File: src/rtl/competition_ctrl.sv
// competition_ctrl: input-side controller for the competition display path.
// Synchronizes and debounces the start/play/clear buttons, turns each accepted
// press into a one-cycle event and runs the IDLE/PLAY/LOCK competition FSM that
// drives the view code and the play counter consumed by the display view.
//
// Event strobes: start_evt/play_evt/clear_evt are single-cycle, valid-only
// strobes (no ready); the FSM consumes them in the cycle they are high and any
// event it does not act on is dropped, never held over to a later cycle.
module competition_ctrl #(
  parameter int DEBOUNCE = 1000000,
  parameter int CNT_W    = 20,
  parameter int MAX_PLAY = 9
) (
  input  logic       clk,
  input  logic       rst,
  input  logic       btn_start,
  input  logic       btn_play,
  input  logic       btn_clear,
  output logic [2:0] view,
  output logic [3:0] play_count,
  output logic       play_pulse
);

  // Button index map used by the conditioning array.
  localparam int BTN_START = 0;
  localparam int BTN_PLAY  = 1;
  localparam int BTN_CLEAR = 2;
  localparam int NUM_BTN   = 3;

  // Counter value at which a still-differing input is accepted.
  localparam logic [CNT_W-1:0] CNT_LAST = CNT_W'(DEBOUNCE - 1);

  // Count at which the competition locks.
  localparam logic [3:0] MAX_CNT = 4'(MAX_PLAY);

  // FSM state codes double as the view code (upper view bit is always 0).
  localparam logic [1:0] ST_IDLE = 2'd0;
  localparam logic [1:0] ST_PLAY = 2'd1;
  localparam logic [1:0] ST_LOCK = 2'd2;

  logic [NUM_BTN-1:0] btn_raw;
  logic [NUM_BTN-1:0] btn_evt;

  logic start_evt;
  logic play_evt;
  logic clear_evt;

  assign btn_raw[BTN_START] = btn_start;
  assign btn_raw[BTN_PLAY]  = btn_play;
  assign btn_raw[BTN_CLEAR] = btn_clear;

  // ---------------------------------------------------------------------------
  // Per-button conditioning: 2-flop synchronizer, debounce counter, debounced
  // level and its previous value for rising-edge detection.
  // ---------------------------------------------------------------------------
  for (genvar i = 0; i < NUM_BTN; i++) begin : g_btn
    logic             sync1_q, sync1_d;
    logic             sync2_q, sync2_d;
    logic             lvl_q, lvl_d;
    logic             lvl_prev_q, lvl_prev_d;
    logic [CNT_W-1:0] cnt_q, cnt_d;

    // Next-state for synchronizer, debounce counter and debounced level.
    always_comb begin
      sync1_d    = btn_raw[i];
      sync2_d    = sync1_q;
      lvl_d      = lvl_q;
      lvl_prev_d = lvl_q;
      cnt_d      = cnt_q;
      if (sync2_q != lvl_q) begin
        // Input disagrees with the accepted level: keep counting until it has
        // disagreed for DEBOUNCE consecutive cycles, then accept it.
        if (cnt_q == CNT_LAST) begin
          lvl_d = sync2_q;
          cnt_d = '0;
        end else begin
          cnt_d = cnt_q + 1'b1;
        end
      end else begin
        // Any agreement restarts the stability window, so glitches vanish.
        cnt_d = '0;
      end
    end

    // Conditioning registers; reset clears everything so no press survives it.
    always_ff @(posedge clk or negedge rst) begin
      if (!rst) begin
        sync1_q    <= 1'b0;
        sync2_q    <= 1'b0;
        lvl_q      <= 1'b0;
        lvl_prev_q <= 1'b0;
        cnt_q      <= '0;
      end else begin
        sync1_q    <= sync1_d;
        sync2_q    <= sync2_d;
        lvl_q      <= lvl_d;
        lvl_prev_q <= lvl_prev_d;
        cnt_q      <= cnt_d;
      end
    end

    // Press event: one cycle on the rising edge of the debounced level only.
    assign btn_evt[i] = lvl_q & ~lvl_prev_q;
  end

  assign start_evt = btn_evt[BTN_START];
  assign play_evt  = btn_evt[BTN_PLAY];
  assign clear_evt = btn_evt[BTN_CLEAR];

  // ---------------------------------------------------------------------------
  // Competition FSM. The state register is exported directly as the view code.
  // ---------------------------------------------------------------------------
  logic [1:0] state_q, state_d;
  logic [3:0] count_q, count_d;
  logic       pulse_q, pulse_d;

  // Next-state and counter update; clear beats play beats start.
  always_comb begin
    state_d = state_q;
    count_d = count_q;
    pulse_d = 1'b0;
    case (state_q)
      ST_IDLE: begin
        // Only start has meaning while idle; play and clear are ignored.
        if (start_evt) begin
          state_d = ST_PLAY;
        end
      end
      ST_PLAY: begin
        if (clear_evt) begin
          count_d = '0;
        end else if (play_evt) begin
          if (count_q < MAX_CNT) begin
            count_d = count_q + 4'd1;
            pulse_d = 1'b1;
            if (count_q + 4'd1 == MAX_CNT) begin
              state_d = ST_LOCK;
            end
          end
        end else if (start_evt) begin
          state_d = ST_IDLE;
        end
      end
      ST_LOCK: begin
        // Counter is frozen at MAX_PLAY; play presses are ignored here.
        if (clear_evt) begin
          count_d = '0;
          state_d = ST_PLAY;
        end else if (start_evt) begin
          state_d = ST_IDLE;
        end
      end
      default: begin
        state_d = ST_IDLE;
      end
    endcase
  end

  // FSM, counter and strobe registers.
  always_ff @(posedge clk or negedge rst) begin
    if (!rst) begin
      state_q <= ST_IDLE;
      count_q <= '0;
      pulse_q <= 1'b0;
    end else begin
      state_q <= state_d;
      count_q <= count_d;
      pulse_q <= pulse_d;
    end
  end

  assign view       = {1'b0, state_q};
  assign play_count = count_q;
  assign play_pulse = pulse_q;

endmodule

File: config.mk
export PLATFORM = sky130hd
export DESIGN_NAME = competition_ctrl
export DESIGN_NICKNAME = d
export VERILOG_FILES = /design/src/rtl/competition_ctrl.sv
export SDC_FILE = /design/constraint.sdc
export NUM_CORES = 1
export LEC_CHECK = 0
export CORE_MARGIN = 5
export CORE_UTILIZATION = 50
export DETAILED_ROUTE_END_ITERATION = 8
export GPL_ROUTABILITY_DRIVEN = 0
export PLACE_DENSITY = 0.67
export SLEW_MARGIN = 20
export SYNTH_ARGS = -nofsm -noshare
export SYNTH_HDL_FRONTEND = slang
export SYNTH_SLANG_ARGS = --single-unit
File: constraint.sdc
create_clock -name clk -period 5.9 [get_ports clk]
set_clock_uncertainty 0.15 [all_clocks]
set_input_delay 0.885 -clock clk [delete_from_list [all_inputs] [get_ports clk]]
set_output_delay 0.885 -clock clk [all_outputs]
set_load 0.05 [all_outputs]
==> run summary, run 1 <==
Status - complete, no violations
Core Rows - 31
First-pass GRT wire length - 11000 microns
Starting Density - 51.6%
Critical path's top delay family - buffers and inverters
Max Freq - 0.362 GHz
Crit start category - flip-flop
Hold-fix buffers, CTS - 0
Yosys cell types - 47
Detailed Route WL - 6160 microns
Post_cts resized - 0
Period utilization - 46.8%
Layout cells sized above 1 - 8.85%
Mapped Area - 0.00374 sq mm
CTS tree - yes
Total track usage - 15.4%
Clk sinks - 79
First-pass DRT Iterations - 4
Die X - 96.5 microns
M1 GR Usage - 19.8%
Lkg Pwr - 0.00176 uW
Main synth FF type - dfrtp_1
Initial antenna violation count - 0
Dpl hpwl - 4120 microns
DRT iter0 DRCs - 86
TritonCTS Buffers - 9
Hold WS - 0.194 ns
Die area - 0.00931 sq mm
Antenna viol nets, final - 0
Crit Path Max Fanout - 8
Number of enable flip-flop cells after synthesis - 0
Placed instance area - 0.00390 sq mm
DR vias - 2447
Number of global-route vias before repair - 2428
Final worst slack - 3.14 ns
Slowest stage delay, CP - 0.86 ns
Met3 usage - 4.42%
Area grow syn2layout - 8.96%
Max-slew violations - 0
Setup tns final - 0 ns
Root Buffer - clkbuf_8
Yosys reg bits - 79
Cell taking the most area after synthesis - dfrtp_1
Htree depth - 3
R2R cell count - 5
WP depth - 1
Clock Path Buffers - 2
Hold path depth - 0
WP buf/inv - 1
Met2 usage - 24.3%
Yosys warnings - 0
Design Area, Final - 0.00408 sq mm
Setup WS pre-CTS - 3.52 ns
GRT Max-Usage Layer - met2
Async set-reset flop share out of synthesis - 100%
Post-synth top area share - 52.8%
Part of the Yosys area used for sequential elements - 52.8%
CP arrival - 1.72 ns
RSZ-0062 raised after global routing - no
CP Data Required Time - 4.87 ns
Gate Count Post-Synth - 355
Tmin final - 2.76 ns
Core Region - 0.00725 sq mm
# port buffers - 11
Layout net count - 378
Hold Path Class - reg -> reg
Residual DRC - 0
DR vias/cell - 5.18
Avg Cell Area, Syn - 10.5 sq um
Crit end category - output pin
Post-synth net total - 365
Max Cap Viol - 0
PwrDens - 233 mW/mm^2
Peak VDD IR - 0.171 mV
Clock latency at the later pin of the worst-skew pair - 0.35 ns
Final Setup Violations - 0
Remaining Overflow, GRT - 0
Ranking of synthesized cells by area - dfrtp_1, xor2_1, nor2_1, xnor2_1, nand3_1
Slowest CP cell - clkdlybuf4s50_1
Routed length per instance - 13.0 microns
Largest net degree at the start of global routing - 80
Critical path class - reg -> out
CTS clk-pin slew, worst paths - 0.09 ns
Measured slew at the worst slew-check pin - 0.967 ns
I/O pins - 13
Slew margin rel. - 35.5%
Final Hold Fails - 0
N_diodes - 0
Setup bufs post-CTS - 0
CP Cell Sequence - clkdlybuf4s50_1
Height of the die - 96.5 microns
==> synthesized netlist by cell type (2+ instances only) <==
master / n
nor4b_1: 3
a21oi_1: 2
nand3_1: 26
nor4_1: 4
and2_1: 2
nor3_2: 3
nand4_1: 12
and4_1: 6
xor2_1: 38
nor3b_1: 2
buf_2: 3
ha_1: 5
nor3_1: 5
inv_1: 9
xnor2_1: 20
or2_1: 2
nor2_1: 69
or2_2: 2
dfrtp_1: 79
buf_6: 3
nand2_1: 21
and3_4: 2
a22o_1: 2
nand2b_1: 2
o21ai_0: 2
and3_1: 8
mux2_2: 3
==> state kept, by name (all words and copies together), names as in the netlist <==
signal / flops
play_pulse: 1
g_btn.cnt_q: 60
g_btn.sync2_q: 3
g_btn.lvl_prev_d: 3
g_btn.lvl_prev_q: 3
g_btn.sync1_q: 3
play_count: 4
state_q: 2
==> cell type report <==
class | count | area (sq um)
Tap cell | 99 | 124
Inverter | 9 | 33.8
Sequential cell | 79 | 1980
Clock buffer | 9 | 124
Multi-Input combinational cell | 258 | 1660
Clock inverter | 7 | 55.1
Timing Repair Buffer | 11 | 108
Fill cell | 652 | 3180
==> logic make-up after synthesis <==
kind of cell | Yosys count | synth area share, %
other | 1 | 0.100
AND/OR/NAND/NOR | 178 | 25.0
AO/OA/AOI/OAI | 13 | 2.98
buffers and inverters | 18 | 2.91
multiplexers | 3 | 0.903
adder cells (fa/ha/maj) | 5 | 1.67
XOR/XNOR | 58 | 13.6
flip-flops | 79 | 52.8
==> final timing paths <==
kind,start,end,slack (ns)
worst min-delay path,g_btn[2].sync1_q$_DFF_PN0_,g_btn[2].sync2_q$_DFF_PN0_,0.19
worst max register to register,g_btn[2].cnt_q[11]$_DFF_PN0_,g_btn[2].cnt_q[14]$_DFF_PN0_,3.78
max in group asynchronous,rst,g_btn[2].sync1_q$_DFF_PN0_,4.44
min in group asynchronous,rst,play_pulse$_DFF_PN0_,0.51
worst max-delay path,state_q[1]$_DFFE_PN0P_,view[1],3.14
worst min register to register,g_btn[2].sync1_q$_DFF_PN0_,g_btn[2].sync2_q$_DFF_PN0_,0.19
==> where the power goes <==
part | internal, uW | total [uW] | switching, uW
Sequential | 548 | 555 | 6.63
Clock | 157 | 366 | 209
Combinational | 8.21 | 30.9 | 22.7
==> cells in the final DEF (no fill, tap or decap), types with 3 or more instances in the layout <==
cell type        Yosys  routed
nand3_1             26      26
nor3_1               5       5
inv_6                0       3
dfrtp_1             79      79
nor2_1              69      69
and4_1               6       6
nor4_1               4       4
inv_1                9       9
clkdlybuf4s50_1      0      10
mux2_2               3       3
and3_1               8       8
nor3_2               3       3
ha_1                 5       5
xnor2_1             20      20
nand4_1             12      12
clkbuf_8             0       9
nand2_1             21      21
xor2_1              38      38
nor4b_1              3       3
==> per-layer routing <==
layer  share of wire, %  vias to the layer above
met5                  0                        -
met4                1.5                        0
met3                3.2                        8
met2                 46                       25
met1                 49                     1190
li1                   -                     1224
==> metrics by stage <==
stage / cells / total power [uW] / utilization [%]
floorplan: 355 / 584 / -
global placement: 456 / 597 / 53.7
CTS: 472 / 968 / 56.2
finish: 472 / 952 / 56.2
global route: 472 / 996 / 56.2
detailed placement: 456 / 598 / 53.7
(Power assumes the default switching activity.)
==> run 2, diff against run 1 <==
clock period = 2.7 ns   (was 5.9 ns; I/O delays follow)
==> run 2 against run 1 <==
Critical path depth unchanged. Largest cell class unchanged. First-iteration DRC count did not move. Design area grew 0.64%. Critical endpoint unchanged.
==> run summary, run 2 (synthesis results as in run 1) <==
R2r endpoint - g_btn[2].cnt_q[12]$_DFF_PN0_
Post_cts resized - 0 (unchanged)
Final worst slack - 0.427 ns (-2.71 ns)
Height of the die - 96.5 microns (unchanged)
Clock latency at the later pin of the worst-skew pair - 0.34 ns (about the same)
Max-slew violations - 0 (unchanged)
Lkg Pwr - 0.00177 uW (+0.70%)
Largest net degree at the start of global routing - 80 (unchanged)
Clk sinks - 79 (unchanged)
Clock Power Share - 37.9% (-0.6 points)
Period utilization - 84.2%
Met3 WL - 208 microns (+4.5%)
Critical path's top delay family - buffers and inverters
Placed cells - 457 (+0.22%)
DR top layer - met4
Root Buffer - clkbuf_8
Routed length per instance - 13.3 microns (+2.3%)
First-pass GRT wire length - 11400 microns (+3.9%)
Layout cells sized above 1 - 8.80% (-0.047 points)
WL met1 - 3100 microns (+3.5%)
CP Cell Sequence - clkdlybuf4s50_1
Area grow syn2layout - 9.67%
Hold Path Class - reg -> reg
DR vias/cell - 5.16 (-0.42%)
Slowest CP cell - clkdlybuf4s50_1
Peak VDD IR - 0.306 mV (+79%)
Htree depth - 3 (unchanged)
Most frequent cells in the layout - dfrtp_1, nor2_1, xor2_1, nand3_1, nand2_1
# port buffers - 11 (unchanged)
Largest Register - g_btn.cnt_q
Reg-to-reg slack, setup - 0.52 ns (-3.26 ns)
Final Setup Violations - 0 (unchanged)
Residual DRC - 0 (unchanged)
First-pass DRT Iterations - 4 (unchanged)
Final Hold Fails - 0 (unchanged)
Crit start category - flip-flop
Sequential Power Share - 58.6% (+0.3 points)
Antenna viol nets, final - 0 (unchanged)
Clock Path Buffers - 2 (unchanged)
Min-delay src - g_btn[0].sync1_q$_DFF_PN0_
Die X - 96.5 microns (unchanged)
Measured slew at the worst slew-check pin - 0.659 ns (-0.308 ns)
Detailed Route WL - 6320 microns (+2.7%)
Setup bufs post-CTS - 0 (unchanged)
WP buf/inv - 1 (unchanged)
NetSw - 490 uW (+110%)
Core Region - 0.00725 sq mm (unchanged)
Met2 Routed Length - 2950 microns (+3.1%)
Hold path depth - 0 (unchanged)
WP depth - 1 (unchanged)
Hold Path Sink - g_btn[0].sync2_q$_DFF_PN0_
Status - complete, no violations
Reg2reg start - g_btn[2].cnt_q[11]$_DFF_PN0_
Sw frac - 23.7% (-1.4 points)
RSZ-0062 raised after global routing - no
Setup tns final - 0 ns (unchanged)
CTS clk-pin slew, worst paths - 0.08 ns (about the same)
Slowest stage delay, CP - 0.86 ns (about the same)
R2R cell count - 5 (unchanged)
DRT iter0 DRCs - 86 (unchanged)
P_int - 1580 uW (+120%)
Critical path class - reg -> out
Number of flip-flops in the largest register - 60 (unchanged)
# fillers - 644 (-1.2%)
PwrDens - 504 mW/mm^2 (+120%)
Crit Path Max Fanout - 8 (unchanged)
Max Freq - 0.440 GHz
Layout net count - 380 (+0.53%)
TritonCTS Buffers - 9 (unchanged)
Comb pwr share - 3.5% (+0.2 points)
Initial antenna violation count - 0 (unchanged)
Crit end category - output pin
Dpl hpwl - 4150 microns (+0.85%)
Tmin final - 2.27 ns
Number of global-route vias before repair - 2512 (+3.5%)
Non-filler cells, final - 474 (+0.42%)
Most common cell after layout, fill and taps aside - dfrtp_1
Slew margin rel. - 56.0% (+21 points)
Max Cap Viol - 0 (unchanged)
CP Data Required Time - 2.14 ns (-2.73 ns)
Final Total Pwr - 2070 uW (+120%)
Core Rows - 31 (unchanged)
Total track usage - 15.7% (+0.32 points)
Remaining Overflow, GRT - 0 (unchanged)
N_diodes - 0 (unchanged)
Starting Density - 51.6% (unchanged)
Setup WS pre-CTS - 0.542 ns (-2.98 ns)
DR vias - 2447 (unchanged)
CP arrival - 1.72 ns (about the same)
I/O pins - 13 (unchanged)
Die area - 0.00931 sq mm (unchanged)
CTS tree - yes
run 2: through the flow:
| stage | hold slack (ns) | utilization (%) | instance area (sq um) |
|---|---|---|---|
| after floorplan | -0.0406 | - | 3740 |
| after global routing | 0.224 | 56.6 | 4100 |
| final | 0.208 | 56.6 | 4100 |
| after global placement | 0.185 | 54.0 | 3920 |
| after CTS | 0.212 | 56.6 | 4100 |
| after detailed placement | 0.193 | 54.0 | 3920 |
run 2: how the worst max path moves through the flow:
stage                                 start                           end  slack (ns)
6_report             state_q[1]$_DFFE_PN0P_                       view[1]        0.43
5_1_grt              state_q[1]$_DFFE_PN0P_                       view[1]        0.34
4_1_cts              state_q[1]$_DFFE_PN0P_                       view[1]        0.40
3_5_place_dp   g_btn[2].cnt_q[11]$_DFF_PN0_   g_btn[2].cnt_q[5]$_DFF_PN0_        0.54
3_3_place_gp   g_btn[2].cnt_q[11]$_DFF_PN0_  g_btn[2].cnt_q[14]$_DFF_PN0_        0.62
2_1_floorplan     play_count[0]$_DFFE_PN0P_     play_count[2]$_DFFE_PN0P_        0.50
run 2: power groups by stage:
stage / registers (uW) / logic, uW / clock network (uW)
global route: 1210 / 84.7 / 870
global placement: 1240 / 73.4 / 0
floorplan: 1230 / 43.5 / 0
detailed placement: 1240 / 74.3 / 0
CTS: 1210 / 75.9 / 818
finish: 1210 / 72.4 / 782
run 2: routing by layer:
layer | GRT usage [%] | vias up
li1 | - | 1224
met1 | 21.2 | 1189
met2 | 24.5 | 28
met3 | 4.73 | 6
met4 | 4.67 | 0
met5 | 0 | -
run 2: timing repair:
item | 4_1_cts | 5_1_grt
hold buffers | 1 | 0
endpoints found under the setup margin | 0 | 0
hold endpoints to repair | 79 | 0
run 2: area by class of cell:
class                           count  area (sq um)  area share, %
Clock inverter                      5          33.8          0.823
Tap cell                           99           124           3.02
Sequential cell                    79          1980           48.2
Timing Repair Buffer               13           138           3.35
Inverter                            9          33.8          0.823
Multi-Input combinational cell    258          1660           40.3
Clock buffer                       11           141           3.45
==> run 3, diff against run 2 <==
clock period = 2.25 ns   (was 2.7 ns; I/O delays follow)
==> run 3 against run 2 <==
Non-clock buffer count up 2. Highest routed layer unchanged. Sequential share of layout area fell by 0.10 points. Sequential power increased by 20%. Design area rose by 0.21%. Core utilization rose by 0.12 points.
==> run summary, run 3 (synthesis results as in run 1) <==
Peak VDD IR - 0.369 mV (+21%)
Reg2reg start - play_count[0]$_DFFE_PN0P_
# fillers - 631 (-2.0%)
Status - complete, no violations
Max Cap Viol - 0 (unchanged)
M1 GR Usage - 20.0% (-1.2 points)
Height of the die - 96.5 microns (unchanged)
Hold Path Class - reg -> reg
Total track usage - 15.5% (-0.17 points)
Number of flip-flops in the largest register - 60 (unchanged)
Sw frac - 23.1% (-0.55 points)
DR vias - 2497 (+2.0%)
WP depth - 1 (unchanged)
Final Total Pwr - 2450 uW (+19%)
N_diodes - 0 (unchanged)
Area grow syn2layout - 9.90%
DRT iter0 DRCs - 103 (+20%)
Final Setup Violations - 0 (unchanged)
Remaining Overflow, GRT - 0 (unchanged)
Routed length per instance - 13.1 microns (-1.8%)
GRT Max-Usage Layer - met2
Max-slew violations - 0 (unchanged)
Crit end category - output pin
Antenna viol nets, final - 0 (unchanged)
P_int - 1890 uW (+20%)
Residual DRC - 0 (unchanged)
Reg-to-reg slack, setup - 0.20 ns (-0.32 ns)
Crit start category - flip-flop
Clock Power Share - 37.0% (-0.9 points)
Clock Path Buffers - 2 (unchanged)
Critical path class - reg -> out
Setup tns final - 0 ns (unchanged)
Dpl hpwl - 4180 microns (+0.77%)
Layout cells sized above 1 - 9.04% (+0.24 points)
Largest Register - g_btn.cnt_q
RSZ-0062 raised after global routing - no
Slowest CP cell - clkdlybuf4s50_1
Met2 usage - 24.8% (+0.23 points)
Max Freq - 0.470 GHz
Largest net degree at the start of global routing - 43 (-46%)
CTS tree - yes
Layout net count - 382 (+0.53%)
Setup bufs post-CTS - 0 (unchanged)
Core Rows - 31 (unchanged)
Register Area - 0.00198 sq mm (unchanged)
NetSw - 568 uW (+16%)
Most frequent cells in the layout - dfrtp_1, nor2_1, xor2_1, nand3_1, nand2_1
Hold Path Sink - g_btn[1].sync2_q$_DFF_PN0_
CTS clk-pin slew, worst paths - 0.08 ns (about the same)
Clk sinks - 79 (unchanged)
First-pass GRT wire length - 11200 microns (-2.3%)
Period utilization - 94.5%
Tmin final - 2.13 ns
Slowest stage delay, CP - 0.84 ns (-0.02 ns)
Clock latency at the later pin of the worst-skew pair - 0.34 ns (about the same)
Initial antenna violation count - 0 (unchanged)
# port buffers - 11 (unchanged)
Starting Density - 51.6% (unchanged)
CP Data Required Time - 1.76 ns (-0.38 ns)
PwrDens - 597 mW/mm^2 (+18%)
Measured slew at the worst slew-check pin - 0.508 ns (-0.152 ns)
First-pass DRT Iterations - 4 (unchanged)
Critical path's top delay family - buffers and inverters
Core Region - 0.00725 sq mm (unchanged)
Multi-input logic area - 0.00166 sq mm (unchanged)
Lkg Pwr - 0.00181 uW (+2.6%)
CP arrival - 1.64 ns (-0.08 ns)
DR vias/cell - 5.26 (+1.8%)
CP Cell Sequence - clkdlybuf4s50_1
Min-delay src - g_btn[1].sync1_q$_DFF_PN0_
Sequential Power Share - 59.3% (+0.7 points)
Comb pwr share - 3.7% (+0.2 points)
Root Buffer - clkbuf_8
Slew margin rel. - 65.9% (+9.8 points)
Number of global-route vias before repair - 2466 (-1.8%)
Crit Path Max Fanout - 7 (-1)
I/O pins - 13 (unchanged)
Final Hold Fails - 0 (unchanged)
WP buf/inv - 1 (unchanged)
Htree depth - 3 (unchanged)
Hold path depth - 0 (unchanged)
TritonCTS Buffers - 9 (unchanged)
Most common cell after layout, fill and taps aside - dfrtp_1
R2r endpoint - play_count[2]$_DFFE_PN0P_
R2R cell count - 7 (+2)
Die area - 0.00931 sq mm (unchanged)
Detailed Route WL - 6220 microns (-1.6%)
Die X - 96.5 microns (unchanged)
Met3 usage - 4.34% (-0.39 points)
==> run 3: cell types whose count changed in the layout (fill, tap and decap cells not counted), sizes merged <==
cell,delta
buf,+2
clkdlybuf4s50,-2
clkinvlp,-1
dlymetal6s2s,+2
==> run 3: power groups by stage <==
| stage | combinational, uW | clock [uW] | sequential (uW) |
|---|---|---|---|
| 2_1_floorplan | 52.2 | 0 | 1480 |
| 3_3_place_gp | 91.9 | 0 | 1480 |
| 3_5_place_dp | 92.5 | 0 | 1480 |
| 4_1_cts | 93.8 | 940 | 1450 |
| 5_1_grt | 106 | 1010 | 1460 |
| 6_report | 90.0 | 908 | 1450 |
==> run 3: worst max-delay path by stage <==
stage	slack (ns)	startpoint	end
global route	0.04	play_count[2]$_DFFE_PN0P_	play_count[2]
finish	0.12	play_count[2]$_DFFE_PN0P_	play_count[2]
global placement	0.26	play_count[0]$_DFFE_PN0P_	play_count[2]$_DFFE_PN0P_
floorplan	0.05	play_count[0]$_DFFE_PN0P_	play_count[2]$_DFFE_PN0P_
detailed placement	0.21	play_count[0]$_DFFE_PN0P_	play_count[2]$_DFFE_PN0P_
CTS	0.01	state_q[1]$_DFFE_PN0P_	view[1]
==> run 3: final cells by class <==
class,count,share of cell area (%)
clock buffers,11,3.44
clock inverters,4,0.548
well taps,99,3.01
inverters,9,0.822
multi-input cells,258,40.3
repair buffers,15,3.83
flip-flops and latches,79,48.1
==> run 3: what timing repair did <==
item                                    in CTS  in global routing
hold endpoints to repair                    37                  0
endpoints found under the setup margin       0                  2
hold buffers                                 1                  0
resized for setup                            0                  2
==> run 3: per-layer routing <==
metal	vias to the layer above	wire length (microns)	part of all wire (%)
met1	1224	3000	48
met5	-	0	0
met2	40	2910	47
met4	0	106	1.7
met3	8	205	3.3
li1	1225	-	-
==> run 3: per-stage QoR <==
step                      cells  hold slack [ns]  utilization (%)  setup slack, ns  area, sq um
final                       475            0.205             56.7            0.124         4110
after floorplan             355           -0.108                -           0.0496         3740
after CTS                   475            0.203             56.6           0.0133         4110
after global routing        475            0.212             56.7           0.0385         4110
after global placement      459            0.185             54.2            0.261         3930
after detailed placement    459            0.186             54.2            0.215         3930
